==> src/rtl/alu_flag_stage_if.sv <==
// Handshake and status bundle between the ALU, the flag stage and its consumer.
interface alu_flag_stage_if;
  logic        in_valid;
  logic        in_ready;
  logic [31:0] in_result;
  logic        in_cout;
  logic [1:0]  in_op;
  logic        in_binv;
  logic        in_a_msb;
  logic        in_b_msb;
  logic        out_valid;
  logic        out_ready;
  logic [31:0] out_result;
  logic [3:0]  out_flags;
  logic        sticky_c;
  logic        sticky_v;
  logic        clr_sticky;
  logic [15:0] xfer_count;

  modport master (
    output in_valid, in_result, in_cout, in_op, in_binv, in_a_msb, in_b_msb,
    output out_ready, clr_sticky,
    input  in_ready, out_valid, out_result, out_flags, sticky_c, sticky_v, xfer_count
  );

  modport slave (
    input  in_valid, in_result, in_cout, in_op, in_binv, in_a_msb, in_b_msb,
    input  out_ready, clr_sticky,
    output in_ready, out_valid, out_result, out_flags, sticky_c, sticky_v, xfer_count
  );
endinterface

==> src/rtl/alu_flag_stage.sv <==
// ALU output stage: NZCV decode into a 2-entry skid buffer; 1-cycle latency, full rate.
// Backpressure: holds two words under out_ready=0; in_ready is purely registered.
module alu_flag_stage (
  input  logic              clk,
  input  logic              reset,
  alu_flag_stage_if.slave   bus
);

  typedef struct packed {
    logic [31:0] result;
    logic [3:0]  flags;   // {N,Z,C,V}
  } word_t;

  typedef enum logic [1:0] {
    EMPTY = 2'b00,
    ONE   = 2'b01,
    FULL  = 2'b11
  } state_t;

  state_t      state_q, state_d;
  word_t       main_q, main_d;
  word_t       skid_q, skid_d;
  logic        sticky_c_q, sticky_c_d;
  logic        sticky_v_q, sticky_v_d;
  logic [15:0] xfer_count_q, xfer_count_d;

  word_t in_word;
  logic  accept;
  logic  xfer;
  logic  is_add;
  logic  ovf;

  always_comb begin
    is_add = (bus.in_op == 2'b10);
    // Subtract inverts b, so the same-sign test flips to a different-sign test.
    ovf = ((bus.in_a_msb ^ bus.in_b_msb) == bus.in_binv) &&
          (bus.in_result[31] != bus.in_a_msb);
    in_word.result = bus.in_result;
    in_word.flags  = {bus.in_result[31],
                      (bus.in_result == 32'd0),
                      is_add & bus.in_cout,
                      is_add & ovf};
  end

  assign bus.in_ready   = (state_q != FULL);
  assign bus.out_valid  = state_q[0];
  assign bus.out_result = main_q.result;
  assign bus.out_flags  = main_q.flags;
  assign bus.sticky_c   = sticky_c_q;
  assign bus.sticky_v   = sticky_v_q;
  assign bus.xfer_count = xfer_count_q;

  assign accept = bus.in_valid & bus.in_ready;
  assign xfer   = bus.out_valid & bus.out_ready;

  always_comb begin
    state_d = state_q;
    main_d  = main_q;
    skid_d  = skid_q;
    case (state_q)
      EMPTY: begin
        if (accept) begin
          main_d  = in_word;
          state_d = ONE;
        end
      end
      ONE: begin
        if (accept && xfer) begin
          main_d = in_word;
        end else if (accept) begin
          skid_d  = in_word;
          state_d = FULL;
        end else if (xfer) begin
          state_d = EMPTY;
        end
      end
      FULL: begin
        if (xfer) begin
          main_d  = skid_q;
          state_d = ONE;
        end
      end
      default: state_d = EMPTY;
    endcase
  end

  // A transfer in the same cycle as a clear still records its C/V.
  always_comb begin
    sticky_c_d   = (sticky_c_q & ~bus.clr_sticky) | (xfer & main_q.flags[1]);
    sticky_v_d   = (sticky_v_q & ~bus.clr_sticky) | (xfer & main_q.flags[0]);
    xfer_count_d = xfer ? xfer_count_q + 16'd1 : xfer_count_q;
  end

  always_ff @(posedge clk) begin
    if (reset) begin
      state_q      <= EMPTY;
      main_q       <= '0;
      skid_q       <= '0;
      sticky_c_q   <= 1'b0;
      sticky_v_q   <= 1'b0;
      xfer_count_q <= 16'd0;
    end else begin
      state_q      <= state_d;
      main_q       <= main_d;
      skid_q       <= skid_d;
      sticky_c_q   <= sticky_c_d;
      sticky_v_q   <= sticky_v_d;
      xfer_count_q <= xfer_count_d;
    end
  end

endmodule

==> src/flat_wrapper.sv <==
// flat-port wrapper written by rule: the top's interface ports become plain ports
module alu_flag_stage_flat 
  (clk, reset, bus_in_valid, bus_in_result, bus_in_cout, bus_in_op, bus_in_binv, bus_in_a_msb, bus_in_b_msb, bus_out_ready, bus_clr_sticky, bus_in_ready, bus_out_valid, bus_out_result, bus_out_flags, bus_sticky_c, bus_sticky_v, bus_xfer_count);
  alu_flag_stage_if bus_i ();
  input  logic clk;
  input  logic reset;
  input wire logic [$bits(bus_i.in_valid)-1:0] bus_in_valid;
  input wire logic [$bits(bus_i.in_result)-1:0] bus_in_result;
  input wire logic [$bits(bus_i.in_cout)-1:0] bus_in_cout;
  input wire logic [$bits(bus_i.in_op)-1:0] bus_in_op;
  input wire logic [$bits(bus_i.in_binv)-1:0] bus_in_binv;
  input wire logic [$bits(bus_i.in_a_msb)-1:0] bus_in_a_msb;
  input wire logic [$bits(bus_i.in_b_msb)-1:0] bus_in_b_msb;
  input wire logic [$bits(bus_i.out_ready)-1:0] bus_out_ready;
  input wire logic [$bits(bus_i.clr_sticky)-1:0] bus_clr_sticky;
  output wire logic [$bits(bus_i.in_ready)-1:0] bus_in_ready;
  output wire logic [$bits(bus_i.out_valid)-1:0] bus_out_valid;
  output wire logic [$bits(bus_i.out_result)-1:0] bus_out_result;
  output wire logic [$bits(bus_i.out_flags)-1:0] bus_out_flags;
  output wire logic [$bits(bus_i.sticky_c)-1:0] bus_sticky_c;
  output wire logic [$bits(bus_i.sticky_v)-1:0] bus_sticky_v;
  output wire logic [$bits(bus_i.xfer_count)-1:0] bus_xfer_count;
  assign bus_i.in_valid = bus_in_valid;
  assign bus_i.in_result = bus_in_result;
  assign bus_i.in_cout = bus_in_cout;
  assign bus_i.in_op = bus_in_op;
  assign bus_i.in_binv = bus_in_binv;
  assign bus_i.in_a_msb = bus_in_a_msb;
  assign bus_i.in_b_msb = bus_in_b_msb;
  assign bus_i.out_ready = bus_out_ready;
  assign bus_i.clr_sticky = bus_clr_sticky;
  assign bus_in_ready = bus_i.in_ready;
  assign bus_out_valid = bus_i.out_valid;
  assign bus_out_result = bus_i.out_result;
  assign bus_out_flags = bus_i.out_flags;
  assign bus_sticky_c = bus_i.sticky_c;
  assign bus_sticky_v = bus_i.sticky_v;
  assign bus_xfer_count = bus_i.xfer_count;
  alu_flag_stage u_core (.clk(clk), .reset(reset), .bus(bus_i));
endmodule
==> config.mk <==
export PLATFORM = sky130hd
export DESIGN_NAME = alu_flag_stage_flat
export DESIGN_NICKNAME = d
export VERILOG_FILES = /design/src/rtl/alu_flag_stage_if.sv /design/src/rtl/alu_flag_stage.sv /design/src/flat_wrapper.sv
export SDC_FILE = /design/constraint.sdc
export NUM_CORES = 1
export LEC_CHECK = 0
export BUFFER_PORTS_ARGS = -buffer_cell sky130_fd_sc_hd__buf_4
export CELL_PAD_IN_SITES_DETAIL_PLACEMENT = 1
export CELL_PAD_IN_SITES_GLOBAL_PLACEMENT = 2
export CORE_ASPECT_RATIO = 1.4
export CORE_MARGIN = 4
export CORE_UTILIZATION = 28
export DETAILED_ROUTE_END_ITERATION = 10
export GPL_TIMING_DRIVEN = 0
export MAX_ROUTING_LAYER = met4
export PLACE_DENSITY = 0.88
export SKIP_LAST_GASP = 1
export SYNTH_ARGS = -nofsm -noshare
export SYNTH_HDL_FRONTEND = slang
export SYNTH_SLANG_ARGS = --single-unit
export TNS_END_PERCENT = 10
==> constraint.sdc <==
create_clock -name clk -period 1.9 [get_ports clk]
set_clock_uncertainty 0.15 [all_clocks]
set_input_delay 0.19 -clock clk [delete_from_list [all_inputs] [get_ports clk]]
set_output_delay 0.19 -clock clk [all_outputs]
set_load 0.005 [all_outputs]
==> results.md, run 1 <==
Synth:
- The synthesized design spends more area on one cell type than any other, namely sky130_fd_sc_hd__dfxtp_1.
- In the post-synthesis netlist, the biggest area contributors are sky130_fd_sc_hd__dfxtp_1 46%, sky130_fd_sc_hd__a21oi_1 10%, sky130_fd_sc_hd__mux2i_1 8.1%.
- The distinct cell type count after synthesis is 44.
- The register bit count reported by yosys is 90.
- Of the total synthesized cell area, the portion taken by AND, OR, NAND and NOR gates is 0.1737.
- The number of nets handed over by synthesis was ~500.
- The most used flip-flop cell after synthesis is sky130_fd_sc_hd__dfxtp_1.
- By area, the combinational part of the netlist is dominated by compound AO/OA/AOI/OAI gates.
- The synthesized-area fraction occupied by adder cells is 0.01899.
- The xor and xnor fraction of the mapped netlist area is 0.02658.
- The multiplexer share of the synthesized area is 0.08386.
- The fraction of the yosys area taken by sequential cells is 0.4557.
- A synthesized cell averages roughly 8.7 um^2.
- The share of the synthesized area in compound gates (AO/OA/AOI/OAI) was 0.1949.
- The share of synthesized area in the top cell type comes to 0.4557.
- During synthesis, Yosys emitted a total of 0 warnings.
- The count of mapped cells out of synthesis is roughly 460.
- Summing every instance area after synthesis gives just under 4000 um^2.
- Of all flip-flops after synthesis, the portion carrying an async set or reset was 0.
- The synthesized design contains 0 enable-type register cells.

Layout:
- The area growth from synthesis to final layout is 47.97%.
- The share of post-route cells with drive strength above 1 is 0.2956.
- The commonest non-fill, non-tap cell in the layout is sky130_fd_sc_hd__buf_4.
- At the end of the flow, the number of nets in the layout was 653.
- After filler insertion, the fill cell instance count of the layout stands at 1683.
- The final instance area is just under 6000 um^2.
- 0 antenna diodes ended up in the layout.
- The library cells used most frequently in the layout, excluding fill and tap cells, are 113 x sky130_fd_sc_hd__buf_4, 88 x sky130_fd_sc_hd__dfxtp_1, 78 x sky130_fd_sc_hd__nand2_1, 78 x sky130_fd_sc_hd__a21oi_1, 32 x sky130_fd_sc_hd__mux2i_1.

Timing:
- Summed over all failing endpoints, the final setup total negative slack is -0.01478 ns.
- The final count of pins violating max slew was 0.
- The headroom to the max-slew limit is 0.6042.
- At the pin with the least slew margin, the transition time is ~0.59 ns.
- Of the available clock period, the critical path in the final layout requires 1.008.
- The number of setup violations in the final report is 1.
- Across all setup checks in the final design, the least slack found is -0.01478 ns.
- The count of final hold-check violations is 0.
- The post-route minimum period is about 1.9 ns.
- The fmax is between 0.5 and 0.6 GHz.
- Setup repair after global routing could not meet its margin everywhere.

Detailed routing:
- The average vias per placed instance is ~5.
- The total length of routed wires is between 10000 and 15000 um.
- The first-pass iteration count of the detailed router is 4.
- The detailed-route wire length per cell is around 17 um.
- The post-detailed-route DRC marker count is 0.
- Summing over every cut layer, the via total after detailed routing is about 4000.
- For this block, the initial DRC count from the detailed router was 74.
- The detail route stage leaves a number of antenna-violating nets equal to 0.

Hold path:
- The class of the tightest hold or removal check is in2reg.

Pwr:
- The static leakage is between 2 and 2.5 nW.
- In this run the power spent charging and discharging nets is between 2 and 2.5 mW.
- Of the total power, the share spent switching nets is 0.3385.
- The share of total power dissipated in the clock network is 0.256.
- The relative contribution of sequential cells to total power is 0.362.
- IR analysis of the VDD net gives a maximum drop of 411.1 uV.
- The power share of the combinational group is 0.382.
- Power spread over the standard cell area amounts to between 1000 and 1500 nW/um^2.
- The internal power of the cells totals approximately 4.6 mW.

Setup path:
- STA classifies the critical path startpoint as a flop.
- STA puts the critical path data required time at 2.02 ns.
- The worst setup path is captured at a flop.
- The type of the worst setup path is reg2reg.
- The largest fanout on the critical path is 6.
- Data arrives at the worst endpoint at between 2 and 2.5 ns.

Die:
- The initial core utilization is 0.2842.
- The core area is 13910 um^2.
- The number of placement rows is 51.
- The count of pins on the block boundary is 99.
- The die area is ~16000 um^2.
- In this run the vertical extent of the chip is 148.6 um.
- From left edge to right edge, the die measures 108.4 um.

CTS:
- The later pin in the worst-skew pair is clocked with a latency of around 0.34 ns.
- The CTS clock-pin slew for the worst setup and hold paths is around 0.070 ns.
- The tree built by TritonCTS fans out to 90 sinks.
- In this run, CTS created clock tree buffers numbering 9.
- The H-tree was split into 3 levels.
- CTS placed an instance of sky130_fd_sc_hd__clkbuf_16 at the clock tree root.
- The CTS tree is done.
- The maximum root-to-sink buffer count is 2.

GRT:
- The maximum number of pins on one net before global-route repair is 15.
- The total overflow left after global routing is 0.
- In the global route stage, overall resource usage came out at 0.1722.
- The number of global-route vias before repair came to between 4000 and 5000.
- The number of antenna violations at the first check in global routing is 0.
- The first-pass GRT wire length is approximately 21000 um.

Placed design:
- The placed standard-cell area is 4915 um^2.
- The half-perimeter wire length after detailed placement is around 9700 um.
- The final weighted congestion in routability-driven placement is just under 0.8.
- Before CTS, the worst setup slack after placement is -0.5901 ns.
- During placement, the flow inserted port buffers numbering 97.

Outcome:
- The flow ran to the end, but the final reports show violations.
- The final reports fail on negative setup slack.

Job:
- The total of max-cap violations is 0.
## power by group through the flow
stage / clock [mW] / sequential [mW] / combinational (mW)
after floorplan: 0 / 2.53 / 1.17
after global placement: 0 / 2.56 / 2.09
after detailed placement: 0 / 2.58 / 2.16
after CTS: 1.83 / 2.54 / 2.49
after global routing: 1.90 / 2.58 / 2.93
final: 1.79 / 2.54 / 2.68
## logic make-up after synthesis
family / Yosys count
AND/OR/NAND/NOR: 144
AO/OA/AOI/OAI: 129
flip-flops: 90
buffers and inverters: 41
multiplexers: 33
XOR/XNOR: 12
adder cells (fa/ha/maj): 6
## metrics by stage
| stage | total power [mW] | utilization | hold slack, ns | cells |
|---|---|---|---|---|
| after detailed placement | 4.738 | 0.3533 | 0.2966 | 737 |
| after CTS | 6.871 | 0.4084 | 0.002055 | 787 |
| after global placement | 4.649 | 0.3533 | 0.2907 | 737 |
| final | 7.009 | 0.4206 | 0.01194 | 794 |
| after floorplan | 3.701 | - | 0.1760 | 455 |
| after global routing | 7.406 | 0.4206 | 0.01657 | 794 |
## worst max-delay path, cell delays in order (launching register included)
cell and delay, ns:
sky130_fd_sc_hd__dfxtp_4 0.40, sky130_fd_sc_hd__buf_6 0.11, sky130_fd_sc_hd__ha_4 0.14, sky130_fd_sc_hd__nand2_4 0.07, sky130_fd_sc_hd__or3_4 0.33, sky130_fd_sc_hd__buf_6 0.13, sky130_fd_sc_hd__or3_4 0.38, sky130_fd_sc_hd__a21oi_2 0.14
## timing repair
action / CTS / global route
buffers inserted: 4 / 8
setup endpoints to repair: 72 / 71
hold endpoints to repair: 31 / 0
pin swaps: 2 / 8
hold buffers: 31 / 0
gates resized for setup: 44 / 29
## state kept, by name (all words and copies together) (netlist names)
signal,cells
u_core.skid_q,35
u_core.bus.xfer_count,16
u_core.bus.out_result,32
u_core.bus.out_flags,3
u_core.state_q,2
u_core.bus.sticky_c,1
u_core.bus.sticky_v,1
## synthesized netlist by cell type, drive strengths merged (2+ instances only)
| master | instances |
|---|---|
| a211oi | 33 |
| a21oi | 79 |
| a32o | 2 |
| and2 | 2 |
| and3 | 2 |
| and4 | 3 |
| buf | 15 |
| clkbuf | 21 |
| dfxtp | 90 |
| ha | 6 |
| inv | 5 |
| mux2i | 32 |
| nand2 | 79 |
| nand2b | 3 |
| nand3 | 3 |
| nand4 | 9 |
| nor2 | 17 |
| nor2b | 2 |
| nor3 | 2 |
| nor4 | 10 |
| nor4bb | 3 |
| o21ai | 5 |
| o21bai | 2 |
| or3 | 6 |
| xnor2 | 4 |
| xor2 | 8 |
## final cells by class
cell class | count | area [um^2] | area share
flip-flops and latches | 90 | 1809 | 0.3092
clock buffers | 11 | 242.7 | 0.04149
multi-input cells | 324 | 2127 | 0.3636
repair buffers | 140 | 1136 | 0.1942
plain buffers | 34 | 231.5 | 0.03956
well taps | 185 | 231.5 | 0.03956
clock inverters | 5 | 53.80 | 0.009196
inverters | 5 | 18.77 | 0.003208
## worst paths after layout
path	end	slack [ns]	cells after the start	start
worst min-delay path	u_core.skid_q[1]$_SDFFE_PP0P_	0.01	3	bus_in_cout
worst max-delay path	u_core.skid_q[2]$_SDFFE_PP0P_	-0.01	7	u_core.state_q[0]$_SDFFE_PP0P_
worst min register to register	u_core.skid_q[22]$_SDFFE_PP0P_	0.31	2	u_core.skid_q[22]$_SDFFE_PP0P_
worst max register to register	u_core.skid_q[2]$_SDFFE_PP0P_	-0.01	7	u_core.state_q[0]$_SDFFE_PP0P_
## layer usage
metal,global-route usage,wire length [um],vias to the layer above
met3,0.02953,530,13
li1,-,-,1925
met5,-,0,-
met4,0.06001,233,0
met1,0.1803,5305,1930
met2,0.3196,7450,68
No activity file was read; power rests on OpenSTA's default activity.
==> run 2, diff against run 1 <==
- BUFFER_PORTS_ARGS: -buffer_cell sky130_fd_sc_hd__buf_4 -> not set
- CORE_UTILIZATION: 28 -> 33
- DONT_BUFFER_PORTS: not set -> 1
- PLACE_DENSITY: 0.88 -> 0.86
==> run 2 against run 1 <==
The flow still finishes with violations (negative setup slack). Combinational power decreased by 20%. Critical path type unchanged. Clock-buffer cell count unchanged. Utilization increased by 1.1 points. Routed wire length decreased by 4.3%. Final cell count decreased by 17%. Sequential cell count unchanged. Cell area decreased by 13%. Sequential share of layout area increased by 4.7 points.
==> results.md, run 2 (synthesized netlist as in run 1, its figures left out) <==
Placed design:
- At the end of routability-driven placement, the weighted congestion stood at slightly below 0.8.
- The worst-case setup slack after placement is -0.6212 ns.
- The number of I/O port buffers is 0.
- The HPWL after detailed placement is around 9000 um.

Detailed routing:
- For this run, design rule violations remaining after detail routing come to 0.
- The number of nets with antenna violations after detailed routing is 0.
- The routed design has between 10000 and 15000 um of wire.
- The detailed router finished its first iteration with 96 violations.
- The pre-antenna-repair detailed-routing pass consisted of 4 iterations.
- The average vias per placed instance is between 5 and 6.
- The via count is 3589.
- The detailed-route wire length per cell is 19.53 um.

GRT:
- The number of antenna violations at the first check in global routing is 0.
- The first-pass GRT wire length is around 20000 um.
- The global router's overall resource usage is 0.1899.
- The maximum number of pins on one net before global-route repair is 14.
- Global routing finished with a remaining overflow of 0.
- The number of global-route vias before repair was about 3800.

Setup path:
- The family of cells with the greatest summed delay on the critical path is simple AND/OR/NAND/NOR gates.
- The setup path with the least slack is of type reg2reg.
- The number of buffers and inverters on the critical path is 2.
- The startpoint class of the critical path is a flop.
- Traced cell by cell, the critical path runs through inv_4 > ha_4 > nand2_4 > or3_4 > buf_6 > or3_4 > a21oi_2.
- The data arrival time of the critical path is 2.03 ns.
- The largest stage delay on the critical path is 0.37 ns.
- The end of the worst register-to-register path is u_core.skid_q[2]$_SDFFE_PP0P_.
- For the worst flop-to-flop path, the logic depth is 7.
- The largest individual stage delay along the critical path comes from the cell sky130_fd_sc_hd__dfxtp_4.
- The category of the worst setup path capture point is a flop.
- In this run the critical register-to-register path is launched from u_core.state_q[1]$_SDFFE_PP0P_.
- Along the worst path, the maximum fanout reaches 6.
- The required time of the critical path is 2.02 ns.
- Setup slack on the worst reg-to-reg path comes out at -0.009 ns.
- By instance count, the cell type seen most on the critical path is sky130_fd_sc_hd__or3_4.

CTS:
- The number of clock sinks seen by CTS is 90.
- The H-tree depth is 3.
- After clock tree synthesis, the clock-pin slew on the worst setup and hold paths is roughly 0.060 ns.
- The clock buffer count from CTS is 9.
- Counting along the longest clock path gives a buffer depth of 2.
- The CTS tree is done.
- The clock latency of the later-clocked register in the worst-skew pair is ~0.34 ns.
- The cell at the root of the clock tree is sky130_fd_sc_hd__clkbuf_16.

Layout:
- The number of antenna repair diodes is 0.
- The layout has ~1400 filler cells.
- The share of post-route cells with drive strength above 1 is 0.1456.
- Ranked by flip-flop count, first place goes to u_core.skid_q.
- The net count of the finished layout is roughly 560.
- The flip-flop count of the largest register after layout is 35.
- The commonest non-fill, non-tap cell in the layout is sky130_fd_sc_hd__dfxtp_1.
- The top cell types in the final layout, fill and taps aside, are 88 x sky130_fd_sc_hd__dfxtp_1, 78 x sky130_fd_sc_hd__nand2_1, 78 x sky130_fd_sc_hd__a21oi_1.
- The area growth from synthesis to final layout is 28.48%.

Die:
- The die is approximately 100 um wide.
- After floorplanning, the core was divided into 47 placement rows.
- The total area inside the core boundary comes to roughly 12000 um^2.
- just under 100 I/O pins were placed.
- The die area is 13820 um^2.
- The initial core utilization is 0.3362.
- The die height is 137.5 um.

Timing:
- The worst pin sits at a relative slew slack of 0.5688.
- The post-route minimum period is around 1.9 ns.
- Dividing the final minimum period by the clock period gives 1.005.
- The count of final hold-check violations was 0.
- The worst setup slack after layout is -0.008816 ns.
- Based on the critical path, the design can be clocked at up to around 0.52 GHz.
- At the pin with the least slew margin, the transition time is 0.6409 ns.
- The final count of pins violating max slew came to 0.
- Setup violations remaining at the end of the flow were counted as 1.
- Setup repair after global routing could not meet its margin everywhere.

Hold path:
- The cell depth of the worst min-delay path is 2.
- The path with the worst hold slack has its endpoint at u_core.bus.out_result[12]$_SDFFE_PP0P_.
- The class of the tightest hold or removal check is in2reg.
- The startpoint identified for the worst hold timing path is bus_in_result[12].

Pwr:
- The analysis attributes to cell leakage a power of between 1.5 and 2 nW.
- The maximum vdd ir drop is ~450 uV.
- In this run the power density over the cells is about 1300 nW/um^2.
- The completed layout was analyzed and its total power is roughly 6.4 mW.

Job:
- Max-cap violations in this run came to 0.

Outcome:
- The final reports fail on negative setup slack.
- The run finished, with violations left.
==> run 2: report_power, final <==
group          switching, mW  internal, mW
combinational           1.17         0.971
sequential             0.334          2.27
clock                  0.710         0.903
==> run 2: metrics by stage <==
stage,instance area [um^2],hold slack [ns],utilization,setup TNS (ns),cells
floorplan,3955,0.1760,-,0,455
global placement,4139,0.1779,0.3519,-24.78,602
detailed placement,4139,0.1846,0.3519,-30.87,602
CTS,4912,0.001664,0.4177,-0.5605,653
global route,5080,0.03823,0.4319,-0.4127,662
finish,5080,0.03036,0.4319,-0.008816,662
==> run 2: layout make-up <==
cell class	count	area [um^2]	share of cell area
Inverter	5	21.27	0.004187
Multi-Input combinational cell	324	2096	0.4126
Sequential cell	90	1809	0.3562
Buffer	34	256.5	0.05049
Timing Repair Buffer	48	452.9	0.08916
Clock inverter	3	17.52	0.003448
Tap cell	147	183.9	0.03621
Clock buffer	11	242.7	0.04778
==> run 2: routing by layer <==
metal	track usage	wire length, um	vias to the layer above	part of all wire
met1	0.1926	4784	1756	0.37
met4	0.06891	198	0	0.015
li1	-	-	1734	-
met3	0.05167	776	14	0.060
met5	-	0	-	0
met2	0.3470	7173	85	0.55
==> run 2: how the worst max path moves through the flow <==
| stage | endpoint | cells after the start | startpoint | slack (ns) |
|---|---|---|---|---|
| 6_report | u_core.skid_q[2]$_SDFFE_PP0P_ | 7 | u_core.state_q[1]$_SDFFE_PP0P_ | -0.009 |
| 5_1_grt | u_core.bus.xfer_count[15]$_SDFFE_PP0P_ | 5 | u_core.bus.xfer_count[2]$_SDFFE_PP0P_ | -0.04 |
| 2_1_floorplan | u_core.bus.out_result[10]$_SDFFE_PP0P_ | 6 | u_core.state_q[0]$_SDFFE_PP0P_ | 0.003 |
| 3_3_place_gp | u_core.bus.out_result[10]$_SDFFE_PP0P_ | 6 | u_core.state_q[0]$_SDFFE_PP0P_ | -0.50 |
| 3_5_place_dp | u_core.bus.out_result[13]$_SDFFE_PP0P_ | 6 | u_core.state_q[0]$_SDFFE_PP0P_ | -0.62 |
| 4_1_cts | u_core.skid_q[2]$_SDFFE_PP0P_ | 6 | u_core.state_q[0]$_SDFFE_PP0P_ | -0.05 |
==> run 2: timing repair <==
item	4_1_cts	5_1_grt
hold endpoints to repair	66	1
pin swaps	4	17
endpoints found under the setup margin	72	68
hold buffers	36	1
setup buffers	2	9
resized for setup	48	31
==> run 2: worst reg2reg max path: stages (launching register included) <==
cell	delay, ns
sky130_fd_sc_hd__dfxtp_4	0.37
sky130_fd_sc_hd__inv_4	0.08
sky130_fd_sc_hd__ha_4	0.17
sky130_fd_sc_hd__nand2_4	0.08
sky130_fd_sc_hd__or3_4	0.35
sky130_fd_sc_hd__buf_6	0.14
sky130_fd_sc_hd__or3_4	0.37
sky130_fd_sc_hd__a21oi_2	0.13
